**config.mk**
```make
export PLATFORM = sky130hd
export DESIGN_NAME = conv_tile_sequencer
export DESIGN_NICKNAME = d
export VERILOG_FILES = /design/src/rtl/conv_tile_sequencer.sv
export SDC_FILE = /design/constraint.sdc
export NUM_CORES = 1
export LEC_CHECK = 0
export CORE_ASPECT_RATIO = 1.4
export CORE_MARGIN = 10
export CORE_UTILIZATION = 40
export CTS_BUF_LIST = sky130_fd_sc_hd__clkbuf_4 sky130_fd_sc_hd__clkbuf_8
export DETAILED_ROUTE_END_ITERATION = 6
export GPL_TIMING_DRIVEN = 0
export HOLD_SLACK_MARGIN = 0.03
export PLACE_DENSITY = 0.64
export SLEW_MARGIN = 10
export SYNTH_ARGS = -nofsm -noshare
export SYNTH_HDL_FRONTEND = slang
export SYNTH_SLANG_ARGS = --single-unit
export TNS_END_PERCENT = 1
```
**constraint.sdc**
```tcl
create_clock -name clk -period 2.14 [get_ports clk]
set_input_delay 0.321 -clock clk [delete_from_list [all_inputs] [get_ports clk]]
set_output_delay 0.321 -clock clk [all_outputs]
set_load 0.005 [all_outputs]
```
**src/rtl/conv_tile_sequencer.sv**
```systemverilog
// Tile sequencer feeding the convolution run Counter: accepts a job, issues one
// start per tile, tracks tile index/address. `SEQ_PERF_CNT_EN adds job_cycles_o.
module conv_tile_sequencer #(
    parameter int  TILE_MAX    = 16,
    parameter int  TILE_STRIDE = 16,
    parameter int  ADDR_W      = 8,
    localparam int TILE_W      = $clog2(TILE_MAX + 1)
) (
    input  logic              clk,
    input  logic              rst_n,
    input  logic              cmd_valid_i,
    output logic              cmd_ready_o,
    input  logic [TILE_W-1:0] cmd_tiles_i,
    input  logic              abort_i,
    output logic              cnt_start_o,
    input  logic              cnt_done_i,
    output logic [TILE_W-1:0] tile_idx_o,
    output logic [ADDR_W-1:0] tile_addr_o,
    output logic              busy_o,
    output logic              job_done_o
`ifdef SEQ_PERF_CNT_EN
    ,
    output logic [15:0]       job_cycles_o
`endif
);

    typedef enum logic [2:0] {
        S_IDLE,
        S_ISSUE,
        S_WAIT,
        S_DRAIN,
        S_FIN
    } state_t;

    localparam logic [TILE_W-1:0] TILE_MAX_C = TILE_W'(TILE_MAX);
    localparam logic [ADDR_W-1:0] STRIDE_C   = ADDR_W'(TILE_STRIDE);

    state_t            state_q, state_d;
    logic [TILE_W-1:0] tiles_q, tiles_d;
    logic [TILE_W-1:0] idx_q, idx_d;
    logic [ADDR_W-1:0] addr_q, addr_d;
    logic [TILE_W-1:0] clamped_tiles;
    logic              accept;

    assign cmd_ready_o = (state_q == S_IDLE);
    assign busy_o      = (state_q != S_IDLE);
    assign cnt_start_o = (state_q == S_ISSUE);
    assign job_done_o  = (state_q == S_FIN);
    assign tile_idx_o  = idx_q;
    assign tile_addr_o = addr_q;

    assign accept        = cmd_valid_i && cmd_ready_o;
    assign clamped_tiles = (cmd_tiles_i > TILE_MAX_C) ? TILE_MAX_C : cmd_tiles_i;

    always_comb begin
        // NOTE: every variable gets its hold value first so no path can infer a latch.
        state_d = state_q;
        tiles_d = tiles_q;
        idx_d   = idx_q;
        addr_d  = addr_q;
        case (state_q)
            S_IDLE: begin
                if (accept) begin
                    tiles_d = clamped_tiles;
                    idx_d   = '0;
                    addr_d  = '0;
                    state_d = (clamped_tiles == '0) ? S_FIN : S_ISSUE;
                end
            end
            S_ISSUE: begin
                state_d = abort_i ? S_DRAIN : S_WAIT;
            end
            S_WAIT: begin
                if (abort_i) begin
                    // A done arriving with the abort means the tile already drained.
                    state_d = cnt_done_i ? S_IDLE : S_DRAIN;
                end else if (cnt_done_i) begin
                    if (idx_q == tiles_q - TILE_W'(1)) begin
                        state_d = S_FIN;
                    end else begin
                        idx_d   = idx_q + TILE_W'(1);
                        addr_d  = addr_q + STRIDE_C;
                        state_d = S_ISSUE;
                    end
                end
            end
            S_DRAIN: begin
                if (cnt_done_i) begin
                    state_d = S_IDLE;
                end
            end
            S_FIN: begin
                state_d = S_IDLE;
            end
            default: begin
                state_d = S_IDLE;
            end
        endcase
    end

    always_ff @(posedge clk or negedge rst_n) begin
        if (!rst_n) begin
            state_q <= S_IDLE;
            tiles_q <= '0;
            idx_q   <= '0;
            addr_q  <= '0;
        end else begin
            // NOTE: sequential state uses non-blocking assignments so all registers update together.
            state_q <= state_d;
            tiles_q <= tiles_d;
            idx_q   <= idx_d;
            addr_q  <= addr_d;
        end
    end

`ifdef SEQ_PERF_CNT_EN
    logic [15:0] cycles_q;

    // Value in busy cycle n is n; the final busy cycle does not bump it.
    always_ff @(posedge clk or negedge rst_n) begin
        if (!rst_n) begin
            cycles_q <= '0;
        end else if (accept) begin
            cycles_q <= 16'd1;
        end else if (busy_o && (state_d != S_IDLE) && !(&cycles_q)) begin
            cycles_q <= cycles_q + 16'd1;
        end
    end

    assign job_cycles_o = cycles_q;
`endif

endmodule

```
==> results of run 1 <==
## report_power, final
part           leakage, nW  internal [mW]  total (mW)  switching [mW]
clock network       0.0177         0.0699       0.183           0.113
logic                0.410          0.400       0.781           0.381
registers            0.226          0.403       0.536           0.133
total                0.653          0.873        1.50           0.627
## synth_stat cells (2+ instances only)
library cell / instances / area share, %
nand3_1: 5 / 2.2
nand2b_1: 6 / 3.4
ha_1: 3 / 3.4
a21oi_1: 5 / 2.2
and3_2: 2 / 1.3
nor3_1: 4 / 1.8
inv_1: 4 / 1.3
xor2_1: 2 / 1.6
nor2_1: 5 / 1.7
o21ai_0: 6 / 2.7
a31o_2: 3 / 2.4
clkbuf_1: 3 / 1.0
dfrtp_1: 17 / 38
o22ai_1: 2 / 1.1
nor3b_1: 2 / 1.3
xnor2_1: 5 / 3.9
mux2i_1: 4 / 3.6
nand2_1: 19 / 6.4
a31oi_1: 3 / 1.7
buf_4: 4 / 2.7
nor3_2: 2 / 1.8
## through the flow
stage	setup slack (ns)	TNS, ns	instances	total power, mW	util [%]
6_report	0.0721	0	191	1.50	55.9
5_1_grt	-0.0488	-0.0853	191	1.61	55.9
4_1_cts	-0.00396	-0.00396	189	1.47	54.6
3_5_place_dp	0.0145	0	183	1.25	52.7
3_3_place_gp	0.0724	0	183	1.23	52.7
2_1_floorplan	0.212	0	125	1.01	-
## state kept, by name (all words and copies together) (netlist names)
name / flops
tile_idx_o: 5
tile_addr_o: 4
tiles_q: 5
state_q: 3
## how the worst max path moves through the flow
stage / slack [ns] / to / cells after the start
6_report: 0.07 / state_q[2]$_DFFE_PN0P_ / 7
5_1_grt: -0.05 / state_q[2]$_DFFE_PN0P_ / 7
4_1_cts: -0.004 / state_q[2]$_DFFE_PN0P_ / 7
3_5_place_dp: 0.01 / state_q[2]$_DFFE_PN0P_ / 7
3_3_place_gp: 0.07 / state_q[2]$_DFFE_PN0P_ / 7
2_1_floorplan: 0.21 / state_q[2]$_DFFE_PN0P_ / 7
## cell families after synthesis
family	Yosys count	synth area share, %
xor+xnor	7	5.49
flops	17	38.1
mux	5	4.59
simple gates	50	23.1
buf+inv	13	6.49
other cells	1	0.336
fa+ha+maj	3	3.36
compound gates	26	18.6
## layout by cell type, fill, tap and decap left out, types with 3 or more instances in the layout
cell / instances
a21oi_1: 5
conb_1: 4
ha_1: 3
nand2_1: 19
o21ai_0: 6
clkdlybuf4s50_1: 22
nand3_1: 5
nand2b_1: 6
dfrtp_1: 17
a31o_2: 3
inv_1: 4
nor2_1: 3
nor3_1: 4
a31oi_1: 3
xnor2_1: 5
mux2i_1: 4
buf_4: 9
clkbuf_4: 3
## routing by layer
metal	track usage, %	part of all wire, %	vias to the layer above
met2	20.8	54	20
met5	0	0	-
met4	5.36	1.7	0
li1	-	-	485
met1	10.2	40	484
met3	2.70	4.7	5
## critical path, cell delays in order (launching register included)
cell and delay [ns]:
dfrtp_1 0.41, inv_1 0.06, ha_1 0.24, o21ba_1 0.19
a22oi_2 0.22, o2111ai_4 0.18, or3b_4 0.41, a221oi_2 0.26
## final cells by class
cell class	instances	area (um^2)	area share, %
multi-input combinational	95	653	44.2
clock buffer	3	22.5	1.52
buffer	8	53.8	3.64
tap	36	45.0	3.05
timing repair buffer	27	258	17.4
clock inverter	1	5.00	0.339
sequential	17	425	28.8
inverter	4	15.0	1.02
## what timing repair did
item                       4_1_cts  5_1_grt
setup buffers                    2        3
setup endpoints to repair        3        5
pin swaps                        2        1
gates cloned                     0        0
resized for setup                1        4
==> flow_metrics.tcl, run 1 <==
set metrics [dict create \
    syn_avg_cell_area_um2 9.16 \
    ioPinCount 27 \
    overflow 0 \
    dr_total_vias 994 \
    drt_drc_violations_left 0 \
    crit_required_ns 2.35 \
    holdWs_ns 0.463 \
    synth.distinct_cells 37 \
    clock_sinks 17 \
    fmax_mhz 484 \
    io_buffers 22 \
    viasPerCell 5.20 \
    first_iter_violations 24 \
    path_class "flip-flop to flip-flop" \
    ys_seq_elements 17 \
    die_w_um 64.7 \
    fin_nets 169 \
    final_layout_size_suffix_gt1_share_pct 20.6 \
    worstMarginPinSlew_ns 0.807 \
    synth-seq-area-share_pct 38.1 \
    place_congestion 0.788 \
    totalWireLength_um 2750 \
    tritoncts "done" \
    grt_max_degree 18 \
    nFillCells 259 \
    cts_buffers 3 \
    syn-cell-area_um2 1120 \
    p_per_area_nw_per_um2 1020 \
    clock_skew_ns 0.0129 \
    synth_warnings 0 \
    grt_first_pass_wirelength_um 4570 \
    reg2regPathDepth 7 \
    drt.antenna.violating_nets 0 \
    postSynthCellCount 122 \
    r2r_slack_ns 0.07 \
    grt_pass1_vias 1004 \
    n_antenna_cell 0 \
    crit_start "tiles_q[0]$_DFFE_PN0P_" \
    synth-main-ff-cell "dfrtp_1" \
    clock-root-buffer "clkbuf_4" \
    firstDrtPassIters 4 \
    die_h_um 82.5 \
    cp-start-kind "flip-flop" \
    area_delta_synth_final_pct 32.3 \
    cts.hold.buffers_added 0 \
    r2r-start "tiles_q[0]$_DFFE_PN0P_" \
    core-area_um2 2640 \
    fin_crit_sh_pct 96.6 \
    cts_max_level 1 \
    critPathArrivalTime_ns 2.27 \
    r2r_end "state_q[2]$_DFFE_PN0P_" \
    hold_class "primary input to async pin" \
    rsz0062_at_grt "yes" \
    start_util_pct 42.3 \
    setup_viol 0 \
    wl_per_cell_um 14.4 \
    cts.clk_slew.worst_paths_ns 0.11 \
    hold_violations 0 \
    final_max_slew_viol_count 0 \
    num_rows 22 \
    p_leak_nw 0.653 \
    min_period_ns 2.07 \
    final_cell_area_um2 1480 \
    clockBufferDepth 2 \
    synthArstFlopShare_pct 100 \
    max_slew_margin_pct 46.0 \
    clk_latency_ns 0.31 \
    cp_max_fo 6 \
    groute.usage.overall_pct 10.7 \
    place_area_um2 1390 \
    end_kind "flip-flop" \
    outcome "completed" \
    dpl.hpwl_um 2050 \
    synth-edff-count 0 \
    dieArea_um2 5340 \
    antenna_found_initial 0 \
    cap_violations 0 \
    vdd_ir_drop_max_mv 0.726 \
]
Note: power is estimated with default switching activity, not from simulation.
==> run 2: changes to the inputs <==
Settings changed: CAP_MARGIN set to 25.
==> results of run 2 <==
No change in the layout: final DEF, timing and power equal those of run 1.
==> run 3: changes to the inputs <==
Settings changed: CORE_UTILIZATION 40 to 51, PLACE_DENSITY 0.64 to 0.79.
==> run 3 against run 2 <==
Critical path depth is the same. Sequential share of layout area grew 1.0 points. Routed wire length shrank 7.3%. Cell count shrank 8.9%. Largest cell class unchanged. Clock skew shrank 0.012 ns.
==> flow_metrics.tcl, run 3 (synthesis results as in run 1) <==
set metrics [dict create \
    outcome "completed" \
    internal_power_uw 869 \
    totalWireLength_um 2550 \
    comb_power_share_pct 50.8 \
    path_class "flip-flop to flip-flop" \
    drt.antenna.violating_nets 0 \
    cts.hold.buffers_added 0 \
    die_h_um 75.4 \
    vdd_ir_drop_max_mv 0.673 \
    switching_power_uw 592 \
    cp-start-kind "flip-flop" \
    core-area_um2 2130 \
    dr_total_vias 974 \
    tns_ns 0 \
    final_max_slew_viol_count 0 \
    cts_max_level 1 \
    nFillCells 200 \
    utilization_pct 67.1 \
    ioPinCount 27 \
    num_rows 20 \
    io_buffers 22 \
    clkPwrFrac_pct 12.6 \
    final_cell_mix "clkdlybuf4s50_1 (22), nand2_1 (19), dfrtp_1 (17)" \
    fin_ws_ns 0.0384 \
    area_delta_synth_final_pct 27.7 \
    drt_drc_violations_left 0 \
    die_w_um 59.6 \
    cap_violations 0 \
    p_leak_nw 0.639 \
    grt_first_pass_wirelength_um 4460 \
    rsz0062_at_grt "yes" \
    critPathArrivalTime_ns 2.31 \
    p_sw_share_pct 40.5 \
    cts.clk_slew.worst_paths_ns 0.09 \
    clock_sinks 17 \
    layout_commonest_cell "clkdlybuf4s50_1" \
    groute.usage.overall_pct 12.7 \
    dp_slack_ns 0.0601 \
    r2r_end "state_q[2]$_DFFE_PN0P_" \
    final_layout_size_suffix_gt1_share_pct 17.8 \
    n_antenna_cell 0 \
    fin_nets 166 \
    max_slew_margin_pct 47.8 \
    crit_required_ns 2.35 \
    first_iter_violations 22 \
    clock-root-buffer "clkbuf_4" \
    setup_viol 0 \
    fmax_mhz 476 \
    viasPerCell 5.60 \
    end_kind "flip-flop" \
    fin_crit_sh_pct 98.2 \
    crit_path_end "state_q[2]$_DFFE_PN0P_" \
    overflow 0 \
    r2r_slack_ns 0.04 \
    firstDrtPassIters 4 \
    wl_per_cell_um 14.6 \
    grt_pass1_vias 1001 \
    grt_max_degree 18 \
    reg2regPathDepth 7 \
    p_per_area_nw_per_um2 1020 \
    clockBufferDepth 2 \
    hold_violations 0 \
    cp_max_fo 10 \
    start_util_pct 52.5 \
    crit_start "tiles_q[0]$_DFFE_PN0P_" \
    cts_buffers 3 \
    dieArea_um2 4490 \
    min_period_ns 2.10 \
    worstMarginPinSlew_ns 0.781 \
    clk_latency_ns 0.29 \
    tritoncts "done" \
    dpl.hpwl_um 1990 \
    r2r-start "tiles_q[0]$_DFFE_PN0P_" \
    clock_skew_ns 0.00131 \
    p_seq_share_pct 36.5 \
    antenna_found_initial 0 \
    hold_class "primary input to async pin" \
    place_congestion 0.802 \
]
==> run 3: cell types whose count changed in the layout (fill, tap and decap cells not counted), sizes merged <==
cell	change
clkinv	-1
clkbuf	+1
buf	-3
==> run 3: per-layer routing <==
layer / GRT usage [%] / wire [um] / part of all wire [%]
met4: 6.75 / 53 / 2.1
met5: 0 / 0 / 0
met3: 3.17 / 159 / 6.2
met2: 23.5 / 1430 / 56
met1: 12.4 / 904 / 35
==> run 3: cell type report <==
cell class	count	area (um^2)	area share (%)
Buffer	8	53.8	3.77
Clock buffer	4	30.0	2.11
Inverter	4	15.0	1.05
Multi-Input combinational cell	95	639	44.8
Sequential cell	17	425	29.8
Tap cell	22	27.5	1.93
Timing Repair Buffer	24	235	16.5
==> run 3: through the flow <==
| step | total power, mW | hold WS, ns | cell area [um^2] | std cells |
|---|---|---|---|---|
| after floorplan | 1.01 | 0.0254 | 1130 | 125 |
| after CTS | 1.48 | 0.498 | 1430 | 175 |
| final | 1.46 | 0.474 | 1430 | 174 |
| after global routing | 1.59 | 0.531 | 1430 | 174 |
| after detailed placement | 1.25 | 0.527 | 1380 | 169 |
| after global placement | 1.22 | 0.514 | 1380 | 169 |
==> run 3: worst min-delay path by stage <==
stage	from	slack [ns]	endpoint	depth (start not counted)
floorplan	rst_n	0.03	state_q[0]$_DFFE_PN0P_	0
CTS	rst_n	0.50	tile_idx_o[0]$_DFFE_PN0P_	1
finish	rst_n	0.47	tile_idx_o[0]$_DFFE_PN0P_	1
detailed placement	tiles_q[4]$_DFFE_PN0P_	0.53	tiles_q[4]$_DFFE_PN0P_	1
global placement	tiles_q[1]$_DFFE_PN0P_	0.51	tiles_q[1]$_DFFE_PN0P_	2
global route	rst_n	0.53	tile_idx_o[2]$_DFFE_PN0P_	1
==> run 3: power groups by stage <==
stage,logic (mW),registers (mW),clock network [mW]
floorplan,0.522,0.486,0
global placement,0.716,0.503,0
detailed placement,0.737,0.508,0
CTS,0.778,0.505,0.193
global route,0.831,0.552,0.203
finish,0.742,0.534,0.185
==> run 3: what timing repair did <==
action / 4_1_cts / 5_1_grt
buffers inserted: 2 / 0
pin swaps: 1 / 0
endpoints found under the setup margin: 2 / 5
endpoints found under the hold margin: 0 / 0
resized for setup: 1 / 1
==> run 3: worst max-delay path: stages (launching register included) <==
cell,delay (ns)
dfrtp_1,0.41
inv_1,0.06
ha_1,0.24
o21ba_1,0.19
a22oi_2,0.23
o2111ai_4,0.22
or3b_1,0.42
a221oi_2,0.24
